===== src/rtl/smc_mem_resp_lite.sv =====
`default_nettype none
// +--------------------------------------------------------------------------+
// | Module      : smc_mem_resp_lite                                          |
// | Description : Memory-side responder for a static-memory-controller bus.  |
// |               Samples active-low CS/OE/WE strobes on sys_clk, services   |
// |               reads after RD_LAT cycles and commits writes once WE has   |
// |               been held low for at least WR_MIN cycles. Protocol          |
// |               violations raise a single-cycle timing_err pulse.          |
// | Config      : define SMC_RESP_ERRCNT_EN to build the saturating 8-bit    |
// |               timing-error counter on err_count; otherwise err_count is  |
// |               tied to zero.                                              |
// | Ports       : sys_clk, n_sys_reset (async, active low)                   |
// |               smc_n_cs/smc_n_oe/smc_n_we, smc_addr, smc_data  (inputs)   |
// |               mem_data, mem_data_oe          read data and drive enable  |
// |               rd_done, wr_done, timing_err   registered 1-cycle pulses   |
// |               resp_state                     registered FSM state        |
// |               err_count                      timing-error count          |
// | Revision    : 1.0 - initial release                                      |
// +--------------------------------------------------------------------------+
module smc_mem_resp_lite #(
    parameter int ADDR_W = 4,
    parameter int DATA_W = 32,
    parameter int RD_LAT = 2,
    parameter int WR_MIN = 1
) (
    input  logic              sys_clk,
    input  logic              n_sys_reset,
    input  logic              smc_n_cs,
    input  logic              smc_n_oe,
    input  logic              smc_n_we,
    input  logic [ADDR_W-1:0] smc_addr,
    input  logic [DATA_W-1:0] smc_data,
    output logic [DATA_W-1:0] mem_data,
    output logic              mem_data_oe,
    output logic              rd_done,
    output logic              wr_done,
    output logic              timing_err,
    output logic [2:0]        resp_state,
    output logic [7:0]        err_count
);

    localparam logic [2:0] c_IDLE      = 3'd0;
    localparam logic [2:0] c_SELECT    = 3'd1;
    localparam logic [2:0] c_RD_WAIT   = 3'd2;
    localparam logic [2:0] c_RD_DRIVE  = 3'd3;
    localparam logic [2:0] c_WR_ACTIVE = 3'd4;

    localparam int         c_DEPTH     = 2 ** ADDR_W;
    // Counters are loaded with latency-1 because the loading edge itself
    // counts as the first cycle of the wait.
    localparam logic [3:0] c_RD_LOAD   = 4'(RD_LAT - 1);
    localparam logic [3:0] c_WR_LOAD   = 4'(WR_MIN - 1);

    logic [2:0]        r_state;
    logic [2:0]        w_state_nxt;
    logic [3:0]        r_cnt;
    logic [ADDR_W-1:0] r_addr_q;
    logic [DATA_W-1:0] r_wdata;
    logic [DATA_W-1:0] r_mem_data;
    logic              r_rd_done;
    logic              r_wr_done;
    logic              r_timing_err;
    logic [DATA_W-1:0] r_mem [c_DEPTH];

    logic              w_rd_break;
    logic              w_wr_end;
    logic              w_addr_chg;
    logic [2:0]        w_ret;
    logic              w_terr;
    logic              w_rd_done;
    logic              w_wr_commit;
    logic              w_ld_rd;
    logic              w_ld_wr;
    logic              w_rd_fire;
    logic              w_cnt_dec;
    logic              w_wcap;

    assign w_rd_break = smc_n_oe | smc_n_cs;
    assign w_wr_end   = smc_n_we | smc_n_cs;
    assign w_addr_chg = (smc_addr != r_addr_q);
    // Ending an access returns to SELECT while the chip is still selected.
    assign w_ret      = smc_n_cs ? c_IDLE : c_SELECT;

    // ------------------------------------------------------------------
    // State register
    // ------------------------------------------------------------------
    always_ff @(posedge sys_clk or negedge n_sys_reset) begin
        if (!n_sys_reset) begin
            r_state <= c_IDLE;
        end else begin
            r_state <= w_state_nxt;
        end
    end

    // ------------------------------------------------------------------
    // Next-state logic
    // ------------------------------------------------------------------
    always_comb begin
        w_state_nxt = r_state;
        case (r_state)
            c_IDLE: begin
                if (!smc_n_cs) w_state_nxt = c_SELECT;
            end
            c_SELECT: begin
                if (smc_n_cs)                     w_state_nxt = c_IDLE;
                else if (!smc_n_oe && !smc_n_we)  w_state_nxt = c_SELECT;
                else if (!smc_n_oe)               w_state_nxt = c_RD_WAIT;
                else if (!smc_n_we)               w_state_nxt = c_WR_ACTIVE;
                else                              w_state_nxt = c_SELECT;
            end
            c_RD_WAIT: begin
                if (w_rd_break)       w_state_nxt = w_ret;
                else if (r_cnt == 0)  w_state_nxt = c_RD_DRIVE;
            end
            c_RD_DRIVE: begin
                if (w_rd_break)       w_state_nxt = w_ret;
                else if (w_addr_chg)  w_state_nxt = c_RD_WAIT;
            end
            c_WR_ACTIVE: begin
                if (w_wr_end)         w_state_nxt = w_ret;
            end
            default: w_state_nxt = c_IDLE;
        endcase
    end

    // ------------------------------------------------------------------
    // Output / datapath control decode
    // ------------------------------------------------------------------
    always_comb begin
        w_terr      = 1'b0;
        w_rd_done   = 1'b0;
        w_wr_commit = 1'b0;
        w_ld_rd     = 1'b0;
        w_ld_wr     = 1'b0;
        w_rd_fire   = 1'b0;
        w_cnt_dec   = 1'b0;
        w_wcap      = 1'b0;
        case (r_state)
            c_SELECT: begin
                if (!smc_n_cs) begin
                    if (!smc_n_oe && !smc_n_we) begin
                        w_terr = 1'b1;
                    end else if (!smc_n_oe) begin
                        w_ld_rd = 1'b1;
                    end else if (!smc_n_we) begin
                        w_ld_wr = 1'b1;
                        w_wcap  = 1'b1;
                    end
                end
            end
            c_RD_WAIT: begin
                // Strobe release takes priority over the final wait cycle so
                // data is never driven to a controller that has gone away.
                if (w_rd_break)       w_terr    = 1'b1;
                else if (r_cnt == 0)  w_rd_fire = 1'b1;
                else                  w_cnt_dec = 1'b1;
            end
            c_RD_DRIVE: begin
                if (w_rd_break)       w_rd_done = 1'b1;
                else if (w_addr_chg)  w_ld_rd   = 1'b1;
            end
            c_WR_ACTIVE: begin
                if (!smc_n_oe) w_terr = 1'b1;
                if (w_wr_end) begin
                    if (r_cnt == 0) w_wr_commit = 1'b1;
                    else            w_terr      = 1'b1;
                end else begin
                    w_wcap = 1'b1;
                    if (r_cnt != 0) w_cnt_dec = 1'b1;
                end
            end
            default: ;
        endcase
    end

    // ------------------------------------------------------------------
    // Datapath and pulse registers
    // ------------------------------------------------------------------
    always_ff @(posedge sys_clk or negedge n_sys_reset) begin
        if (!n_sys_reset) begin
            r_cnt        <= 4'd0;
            r_addr_q     <= '0;
            r_wdata      <= '0;
            r_mem_data   <= '0;
            r_rd_done    <= 1'b0;
            r_wr_done    <= 1'b0;
            r_timing_err <= 1'b0;
        end else begin
            r_rd_done    <= w_rd_done;
            r_wr_done    <= w_wr_commit;
            r_timing_err <= w_terr;

            if (w_ld_rd || w_ld_wr) r_addr_q <= smc_addr;

            if (w_ld_rd)        r_cnt <= c_RD_LOAD;
            else if (w_ld_wr)   r_cnt <= c_WR_LOAD;
            else if (w_cnt_dec) r_cnt <= r_cnt - 4'd1;

            if (w_wcap)    r_wdata    <= smc_data;
            if (w_rd_fire) r_mem_data <= r_mem[r_addr_q];
        end
    end

    // Storage array deliberately has no reset; contents survive n_sys_reset.
    // A write can only be committed from WR_ACTIVE, so a reset mid-write
    // (which forces IDLE) discards it.
    always_ff @(posedge sys_clk) begin
        if (w_wr_commit) r_mem[r_addr_q] <= r_wdata;
    end

`ifdef SMC_RESP_ERRCNT_EN
    logic [7:0] r_err_count;

    always_ff @(posedge sys_clk or negedge n_sys_reset) begin
        if (!n_sys_reset) begin
            r_err_count <= 8'd0;
        end else if (w_terr && (r_err_count != 8'hFF)) begin
            r_err_count <= r_err_count + 8'd1;
        end
    end

    assign err_count = r_err_count;
`else
    assign err_count = 8'd0;
`endif

    assign mem_data    = r_mem_data;
    assign mem_data_oe = (r_state == c_RD_DRIVE);
    assign rd_done     = r_rd_done;
    assign wr_done     = r_wr_done;
    assign timing_err  = r_timing_err;
    assign resp_state  = r_state;

endmodule
`default_nettype wire


===== config.mk =====
export PLATFORM = sky130hd
export DESIGN_NAME = smc_mem_resp_lite
export DESIGN_NICKNAME = d
export VERILOG_FILES = /design/src/rtl/smc_mem_resp_lite.sv
export SDC_FILE = /design/constraint.sdc
export NUM_CORES = 1
export LEC_CHECK = 0
export ABC_AREA = 1
export BUFFER_PORTS_ARGS = -buffer_cell sky130_fd_sc_hd__buf_2
export CAP_MARGIN = 10
export CORE_AREA = 8 8 230 232
export DETAILED_ROUTE_END_ITERATION = 12
export DIE_AREA = 0 0 238 240
export GPL_ROUTABILITY_DRIVEN = 0
export GPL_TIMING_DRIVEN = 0
export PLACE_DENSITY = 0.66
export SLEW_MARGIN = 10
export SYNTH_ARGS = -nofsm -noshare
export SYNTH_HDL_FRONTEND = slang
export SYNTH_SLANG_ARGS = --single-unit

===== constraint.sdc =====
create_clock -name sys_clk -period 6.3 [get_ports sys_clk]
set_input_delay 0.315 -clock sys_clk [delete_from_list [all_inputs] [get_ports sys_clk]]
set_output_delay 0.315 -clock sys_clk [all_outputs]
set_load 0.02 [all_outputs]

==> impl_metrics.tcl, run 1 <==
set metrics [dict create \
    status "finished clean" \
    ant_nets 0 \
    worstSetupEndpointType "flip-flop" \
    p_seq_share_pct 43.5 \
    initial_core_util_pct 49.2 \
    p_leak_uw 0.0117 \
    synthFlopType "edfxtp_1" \
    drt_first_pass_iters 6 \
    clock-sinks 590 \
    synth_cells 2271 \
    cp_max_fo 17 \
    track_usage_pct 25.1 \
    power_frac_comb_pct 28.9 \
    drt-initial-drc-count 2246 \
    clkLatencyLatePin_ns 0.62 \
    synth.largest_area_cell "edfxtp_1" \
    n_fill_cell 4100 \
    drt_wl_total_mm 72.2 \
    crit_arrival_ns 3.70 \
    critical_path_class "flip-flop to flip-flop" \
    areaGrowthSynthToFinish_pct 17.4 \
    startpoint_type "flip-flop" \
    grt_max_degree 43 \
    reg2reg_depth 5 \
    critPathLaunch "r_addr_q[2]" \
    drc 0 \
    maxSlewViolCount 0 \
    viasPerCell 5.50 \
    setup_ws_ns 2.90 \
    antenna_found_initial 0 \
    p_sw_uw 4710 \
    intPower_uw 7960 \
    ir_drop_uv 270 \
    die_w_um 238 \
    maxCapViolations 0 \
    final-hold-violation-count 0 \
    nNetsFinal 2523 \
    num_rows 82 \
    timing.setup.tns_ns 0 \
    endpoint "r_mem[3][5]" \
    ioPinCount 88 \
    vias 17600 \
    r2r_start "r_addr_q[2]" \
    finClkSkew_ns 0.0158 \
    syn_avg_cell_area_um2 10.7 \
    wl_per_cell_um 22.6 \
    synth_commonest_cells "1130 x nand2_1, 512 x edfxtp_1, 204 x nand3_1" \
    p_per_area_mw_per_mm2 443 \
    cts_max_level 2 \
    swShare_pct 37.1 \
    antenna_cells 0 \
    cts-resized-gates 0 \
    crit_required_ns 6.60 \
    worst_pin_slew_ns 1.19 \
    grt_overflow 0 \
    ys_types 28 \
    numCtsBuffers 59 \
    yosysMostFrequentCell "nand2_1" \
    post-route-min-period_ns 3.40 \
    reg2reg_slack_ns 2.90 \
    root_buffer "clkbuf_16" \
    synth_enable_flop_cells 512 \
    grt_pass1_wl_mm 107 \
    seq_area_frac_synth_pct 71.1 \
    coreArea_mm2 0.0495 \
    tritoncts "done" \
    fin_crit_sh_pct 54.0 \
    fp.dieH_um 240 \
    fmax_ghz 0.294 \
    finalSetupViolCount 0 \
    yosys.area.top_type_share_pct 63.1 \
    regToRegEndpoint "r_mem[3][5]" \
    io_buffers 79 \
    yosysWarnings 0 \
    synth.cell_area_mm2 0.0244 \
    rsz0062_at_grt "no" \
    placement.setup.worst_slack_ns 3.02 \
    relSlewSlack_pct 20.8 \
    synthTopCellsByArea "edfxtp_1 63%, nand2_1 17%, dfrtp_1 8.0%, nand3_1 4.2%, nor2_1 1.9%" \
    cts_buffer_depth 3 \
    p_clk_share_pct 27.7 \
    hp-class "input port to flip-flop" \
    async_flop_share_pct 13.2 \
    drive_gt1_share_pct 12.7 \
    dieArea_mm2 0.0571 \
    place_hpwl_mm 46.0 \
    synth_seq_cells 590 \
    path_clk_slew_ns 0.06 \
    grt_pass1_vias 16900 \
]
==> cells by family (layout without fill, tap and decap cells) <==
| logic type | after synthesis | in the layout | share of synthesized area, % |
|---|---|---|---|
| compound gates | 7 | 7 | 0.154 |
| fa+ha+maj | 5 | 5 | 0.257 |
| buf+inv | 153 | 401 | 3.27 |
| flops | 590 | 590 | 71.1 |
| other cells | 1 | 8 | 0.0154 |
| simple gates | 1515 | 1515 | 25.2 |
==> cell type report <==
| class | count | area, µm² | area share, % |
|---|---|---|---|
| clock inverters | 36 | 297 | 1.04 |
| multi-input cells | 1535 | 6380 | 22.3 |
| well taps | 672 | 841 | 2.94 |
| flip-flops and latches | 590 | 17300 | 60.6 |
| inverters | 25 | 96.3 | 0.337 |
| repair buffers | 138 | 1310 | 4.60 |
| clock buffers | 74 | 1640 | 5.72 |
| plain buffers | 128 | 699 | 2.45 |
==> state kept, by name, summed over array words and instances (netlist names) <==
register / cells
timing_err: 1
r_addr_q: 4
r_cnt: 4
resp_state: 3
wr_done: 1
rd_done: 1
mem_data: 32
r_mem: 512
r_wdata: 32
==> worst min-delay path by stage <==
stage	cells after the start	slack (ns)	end	start
final	4	0.05	timing_err	smc_n_oe
after global routing	4	0.05	timing_err	smc_n_oe
after CTS	4	0.03	timing_err	smc_n_oe
after detailed placement	1	0.40	r_wdata[15]	n_sys_reset
after global placement	2	0.49	mem_data[25]	mem_data[25]
after floorplan	0	0.02	mem_data[0]	n_sys_reset
==> per-stage QoR <==
stage	util [%]	total power [µW]	hold slack, ns	cell area (µm²)	instances
finish	57.8	12700	0.0544	28600	3198
global route	57.8	13200	0.0456	28600	3198
CTS	57.8	12600	0.0270	28600	3198
detailed placement	53.2	9140	0.397	26300	3051
floorplan	-	7590	0.0194	24400	2278
global placement	51.8	9000	0.489	25600	3029
==> power groups by stage <==
stage	clock, µW	sequential, µW	combinational, µW
global route	3680	5560	3990
CTS	3520	5500	3600
detailed placement	0	5580	3560
floorplan	0	5430	2150
finish	3500	5510	3660
global placement	0	5550	3450
==> cells in the final DEF (no fill, tap or decap) <==
| cell type | netlist | layout |
|---|---|---|
| a21oi_1 | 2 | 2 |
| nor3_1 | 2 | 2 |
| nor2_4 | 2 | 18 |
| clkbuf_8 | 0 | 4 |
| clkbuf_1 | 27 | 35 |
| bufinv_16 | 0 | 5 |
| inv_1 | 18 | 18 |
| edfxtp_1 | 512 | 512 |
| clkinv_1 | 0 | 13 |
| buf_2 | 55 | 133 |
| inv_2 | 6 | 6 |
| nor2_2 | 2 | 2 |
| and2_2 | 1 | 1 |
| dfrtp_1 | 78 | 78 |
| clkbuf_16 | 0 | 62 |
| a22oi_1 | 1 | 1 |
| dlygate4sd3_1 | 0 | 37 |
| clkinvlp_4 | 0 | 3 |
| buf_1 | 10 | 10 |
| nand3_1 | 204 | 204 |
| buf_16 | 0 | 14 |
| nor2_1 | 124 | 108 |
| inv_4 | 1 | 1 |
| buf_12 | 0 | 8 |
| nor3_2 | 1 | 1 |
| o21ai_0 | 4 | 4 |
| and2_0 | 1 | 1 |
| nand2_1 | 1130 | 1130 |
| nand2_2 | 7 | 7 |
| buf_4 | 32 | 33 |
| nand3_2 | 4 | 4 |
| buf_6 | 4 | 4 |
| clkinv_2 | 0 | 15 |
| conb_1 | 1 | 8 |
| nand4_1 | 36 | 36 |
| ha_1 | 5 | 5 |
| nor4_4 | 1 | 1 |
==> critical path: stages, from the launching register on <==
cell,delay (ns)
dfrtp_1,0.45
nor2_1,0.45
clkbuf_1,0.73
inv_1,0.40
nor2_4,0.74
buf_12,0.28
==> routing by layer <==
metal  part of all wire [%]  track usage [%]
met1                     40             33.5
met2                     45             40.1
met3                     11             5.56
met4                    4.1             9.86
met5                      0                0
==> timing repair <==
action / in CTS / in global routing
endpoints found under the hold margin: 77 / 0
setup buffers: 0 / 0
setup endpoints to repair: 0 / 0
hold buffers: 37 / 0
(Power assumes the default switching activity.)
==> run 2: changes to the inputs <==
clock period = 3.2 ns   (was 6.3 ns; I/O delays follow)
==> run 2 against run 1 <==
Critical path depth grew 2. Total power up 97%. Clock skew up 0.0016 ns. Critical path type unchanged. Largest cell class unchanged.
==> impl_metrics.tcl, run 2 (synthesis results as in run 1) <==
set metrics [dict create \
    swShare_pct 37.1 \
    cts_buffer_depth 3 \
    areaGrowthSynthToFinish_pct 17.7 \
    critPathMaxStageDelay_ns 0.70 \
    status "finished clean" \
    coreArea_mm2 0.0495 \
    busiest_layer "met2" \
    cp_max_fo 17 \
    worst_pin_slew_ns 1.10 \
    final_common_cell "nand2_1" \
    crit_arrival_ns 3.37 \
    place_hpwl_mm 46.0 \
    clkLatencyLatePin_ns 0.62 \
    critPathLaunch "r_cnt[0]" \
    tritoncts "done" \
    ant_nets 0 \
    viasPerCell 5.49 \
    p_seq_share_pct 43.5 \
    p_leak_uw 0.0118 \
    power_frac_comb_pct 28.9 \
    largest_reg_flops 512 \
    worstSetupEndpointType "flip-flop" \
    critical_path_class "flip-flop to flip-flop" \
    path_clk_slew_ns 0.06 \
    cts_max_level 2 \
    largest_register "r_mem" \
    final-hold-violation-count 0 \
    met3_usage_pct 5.42 \
    initial_core_util_pct 49.2 \
    crit_slowest_cell "nor2_4" \
    antenna_found_initial 0 \
    nNetsFinal 2530 \
    numCtsBuffers 59 \
    startpoint_type "flip-flop" \
    hp-class "input port to flip-flop" \
    drt_first_pass_iters 5 \
    vias 17600 \
    post-route-min-period_ns 3.06 \
    wl_per_cell_um 22.5 \
    grt_overflow 0 \
    finClkSkew_ns 0.0175 \
    root_buffer "clkbuf_16" \
    clock-sinks 590 \
    p_sw_uw 9260 \
    crit_chain "inv_1 -> ha_1 -> nand3_1 -> nor4_4 -> nand3_2 -> nor2_4 -> buf_16" \
    maxSlewViolCount 0 \
    grt_pass1_wl_mm 107 \
    relSlewSlack_pct 26.8 \
    die_w_um 238 \
    maxCapViolations 0 \
    fmax_ghz 0.327 \
    final_cell_mix "1130 x nand2_1, 512 x edfxtp_1, 204 x nand3_1" \
    num_rows 82 \
    dieArea_mm2 0.0571 \
    ir_drop_uv 531 \
    crit_family "simple AND/OR/NAND/NOR gates" \
    intPower_uw 15700 \
    drive_gt1_share_pct 12.9 \
    io_buffers 79 \
    antenna_cells 0 \
    rsz0062_at_grt "no" \
    drc 0 \
    total_power_uw 25000 \
    track_usage_pct 25.2 \
    finalSetupViolCount 0 \
    fp.dieH_um 240 \
    drt-initial-drc-count 2255 \
    grt_util_met1_pct 33.5 \
    crit_buf_inv 2 \
    grt_pass1_vias 17000 \
    r2r_start "r_cnt[0]" \
    hold_start "smc_n_we" \
    postLayoutCellArea_mm2 0.0287 \
    grt_max_degree 43 \
    drt_wl_total_mm 72.2 \
    p_per_area_mw_per_mm2 871 \
    crit_required_ns 3.51 \
    fin_crit_sh_pct 95.7 \
    ioPinCount 88 \
    grtUsageMet2_pct 40.5 \
    p_clk_share_pct 27.6 \
    placed_cell_area_mm2 0.0263 \
]
[run 2: cell types whose count changed in the layout (fill, tap and decap cells not counted), sizes merged]
| cell | change |
|---|---|
| dlygate4sd3 | +3 |
| buf | +4 |
[run 2: layer usage]
metal	share of wire [%]	routed length (µm)
met1	40	28800
met2	46	32900
met3	10	7490
met4	4.2	3040
met5	0	0
[run 2: area by class of cell]
| cell class | count | area (µm²) |
|---|---|---|
| inverters | 25 | 96.3 |
| repair buffers | 145 | 1390 |
| well taps | 672 | 841 |
| flip-flops and latches | 590 | 17300 |
| clock buffers | 74 | 1640 |
| plain buffers | 128 | 701 |
| clock inverters | 36 | 297 |
| multi-input cells | 1535 | 6380 |
| fillers | 4095 | 20800 |
[run 2: final timing paths]
| kind | depth (start not counted) | slack, ns | end |
|---|---|---|---|
| max in group asynchronous | 3 | 2.38 | r_wdata[30] |
| min reg2reg | 2 | 0.50 | mem_data[5] |
| max reg2reg | 7 | 0.14 | r_mem[10][5] |
| max | 7 | 0.14 | r_mem[10][5] |
| min in group asynchronous | 2 | 0.13 | r_wdata[15] |
| min | 5 | 0.06 | timing_err |
[run 2: timing repair]
action / CTS / global route
resized for setup: 1 / 0
setup buffers: 4 / 0
setup endpoints to repair: 45 / 0
endpoints found under the hold margin: 81 / 0
hold buffers: 40 / 0
[run 2: power by group through the flow]
| stage | combinational, µW | sequential [µW] | clock (µW) |
|---|---|---|---|
| floorplan | 4240 | 10700 | 0 |
| finish | 7200 | 10900 | 6890 |
| detailed placement | 7010 | 11000 | 0 |
| CTS | 7100 | 10800 | 6940 |
| global route | 7870 | 11000 | 7250 |
| global placement | 6800 | 10900 | 0 |
[run 2: worst reg2reg max path: stages, from the launching register on]
cell	delay, ns
dfrtp_1	0.40
inv_1	0.10
ha_1	0.15
nand3_1	0.25
nor4_4	0.52
nand3_2	0.36
nor2_4	0.70
buf_16	0.27
[run 2: stage by stage]
stage | std cells | hold WS [ns] | utilization, % | setup WS [ns] | TNS (ns)
6_report | 3205 | 0.0632 | 58.0 | 0.139 | 0
3_3_place_gp | 3029 | 0.353 | 51.8 | -2.22 | -985.93
2_1_floorplan | 2278 | -0.136 | - | 0.112 | 0
5_1_grt | 3205 | 0.0957 | 58.0 | 0.0659 | 0
4_1_cts | 3205 | 0.0276 | 58.0 | 0.182 | 0
3_5_place_dp | 3051 | 0.242 | 53.2 | -0.0796 | -2.52
==> run 3: changes to the inputs <==
CELL_PAD_IN_SITES_DETAIL_PLACEMENT = 1   (was default)
CELL_PAD_IN_SITES_GLOBAL_PLACEMENT = 1   (was default)
CTS_CLUSTER_SIZE = 30   (was default)
PLACE_DENSITY = default   (was 0.66)
PLACE_DENSITY_LB_ADDON = 0.1   (was default)
SETUP_SLACK_MARGIN = 0.2   (was default)
==> run 3 against run 2 <==
Die area did not move. Largest power group unchanged. Critical endpoint is now r_mem[1][30]. Core utilization rose by 0.84 points. Combinational power rose by 6.8%. Critical path type unchanged. Highest routed layer unchanged. Largest cell class unchanged. Sequential share of layout area fell by 0.86 points. Global-route usage rose by 4.9 points. Cell area rose by 1.4%. Via count rose by 5.1%.
==> impl_metrics.tcl, run 3 (synthesis results as in run 1) <==
set metrics [dict create \
    fp.dieH_um 240 \
    crit_arrival_ns 3.22 \
    place_hpwl_mm 54.1 \
    numCtsBuffers 60 \
    maxSlewViolCount 0 \
    cts_buffer_depth 3 \
    root_buffer "clkbuf_16" \
    rsz0062_at_grt "no" \
    fin_crit_sh_pct 90.4 \
    areaGrowthSynthToFinish_pct 19.4 \
    drt_first_pass_iters 5 \
    grt_pass1_vias 19900 \
    postLayoutCellArea_mm2 0.0291 \
    clock-sinks 590 \
    final_common_cell "nand2_1" \
    largest_register "r_mem" \
    num_rows 82 \
    cp_max_fo 12 \
    startpoint_type "flip-flop" \
    tritoncts "done" \
    io_buffers 79 \
    placed_cell_area_mm2 0.0262 \
    wl_per_cell_um 26.6 \
    worst_pin_slew_ns 1.16 \
    critical_path_class "flip-flop to flip-flop" \
    hp-class "input port to flip-flop" \
    ioPinCount 88 \
    grt_pass1_wl_mm 126 \
    final_cell_mix "1130 x nand2_1, 512 x edfxtp_1, 204 x nand3_1" \
    setup_ws_ns 0.306 \
    placement.setup.worst_slack_ns -0.249 \
    drc 0 \
    drive_gt1_share_pct 13.7 \
    status "finished clean" \
    maxCapViolations 0 \
    largest_reg_flops 512 \
    finalSetupViolCount 0 \
    worstSetupEndpointType "flip-flop" \
    place_inst 3050 \
    cts_max_level 2 \
    timing.setup.tns_ns 0 \
    finClkSkew_ns 0.0140 \
    track_usage_pct 30.1 \
    post-route-min-period_ns 2.89 \
    coreArea_mm2 0.0495 \
    final-hold-violation-count 0 \
    path_clk_slew_ns 0.06 \
    crit_required_ns 3.53 \
    drt_wl_total_mm 85.9 \
    p_leak_uw 0.0119 \
    clkLatencyLatePin_ns 0.63 \
    grt_max_degree 44 \
    die_w_um 238 \
    viasPerCell 5.74 \
    final_cells 3226 \
    ir_drop_uv 570 \
    antenna_found_initial 0 \
    nNetsFinal 2548 \
    fmax_ghz 0.346 \
    grt_overflow 0 \
    initial_core_util_pct 49.2 \
    drt-initial-drc-count 2035 \
    p_per_area_mw_per_mm2 900 \
    dieArea_mm2 0.0571 \
    relSlewSlack_pct 22.8 \
    vias 18500 \
    ant_nets 0 \
]
-- run 3: path summary, 6_finish.rpt --
check	start	to	slack [ns]	cells past startpoint
worst min-delay path	smc_n_we	resp_state[1]	0.07	4
min in group asynchronous	n_sys_reset	r_wdata[22]	0.08	2
worst min register to register	mem_data[5]	mem_data[5]	0.50	2
worst max register to register	r_cnt[0]	r_mem[1][30]	0.31	8
max in group asynchronous	n_sys_reset	r_wdata[7]	2.45	3
worst max-delay path	r_cnt[0]	r_mem[1][30]	0.31	8
-- run 3: metrics by stage --
| step | hold WS, ns | total power (µW) | utilization (%) |
|---|---|---|---|
| 6_report | 0.0653 | 26200 | 58.8 |
| 5_1_grt | 0.0866 | 27200 | 58.8 |
| 4_1_cts | 0.0461 | 26000 | 58.7 |
| 3_5_place_dp | 0.195 | 18400 | 53.1 |
| 3_3_place_gp | 0.352 | 17900 | 51.8 |
| 2_1_floorplan | -0.136 | 14900 | - |
-- run 3: power by group --
group	leakage [µW]	switching (µW)	internal, µW
Clock	0.00102	3050	4510
Sequential	0.00566	1200	9730
Combinational	0.00525	5730	1960
-- run 3: final cells by class --
class	count	area, µm²
diodes	2	5.00
plain buffers	128	701
repair buffers	162	1630
clock inverters	32	443
clock buffers	80	1660
flip-flops and latches	590	17300
well taps	672	841
inverters	25	96.3
multi-input cells	1535	6380
fillers	5270	20400
-- run 3: what timing repair did --
item / CTS / global route
setup buffers: 20 / 2
hold buffers: 40 / 0
gates resized for setup: 1 / 0
pin swaps: 15 / 1
endpoints found under the setup margin: 346 / 25
endpoints found under the hold margin: 101 / 0
-- run 3: critical path, stage by stage, from the launching register on --
cell and delay, ns:
dfrtp_1 0.40, inv_1 0.11, ha_1 0.15, nand3_1 0.26
nor4_4 0.58, nand3_2 0.39, nor2_4 0.31, buf_16 0.20
buf_16 0.18
-- run 3: layer usage --
layer  wire length (µm)  up-vias  global-route usage, %
met2              41700      921                   50.6
met1              33100     9317                   37.1
li1                   -     8015                      -
met5                  0        -                      0
met3               6760      256                   6.01
met4               4320        0                   15.1
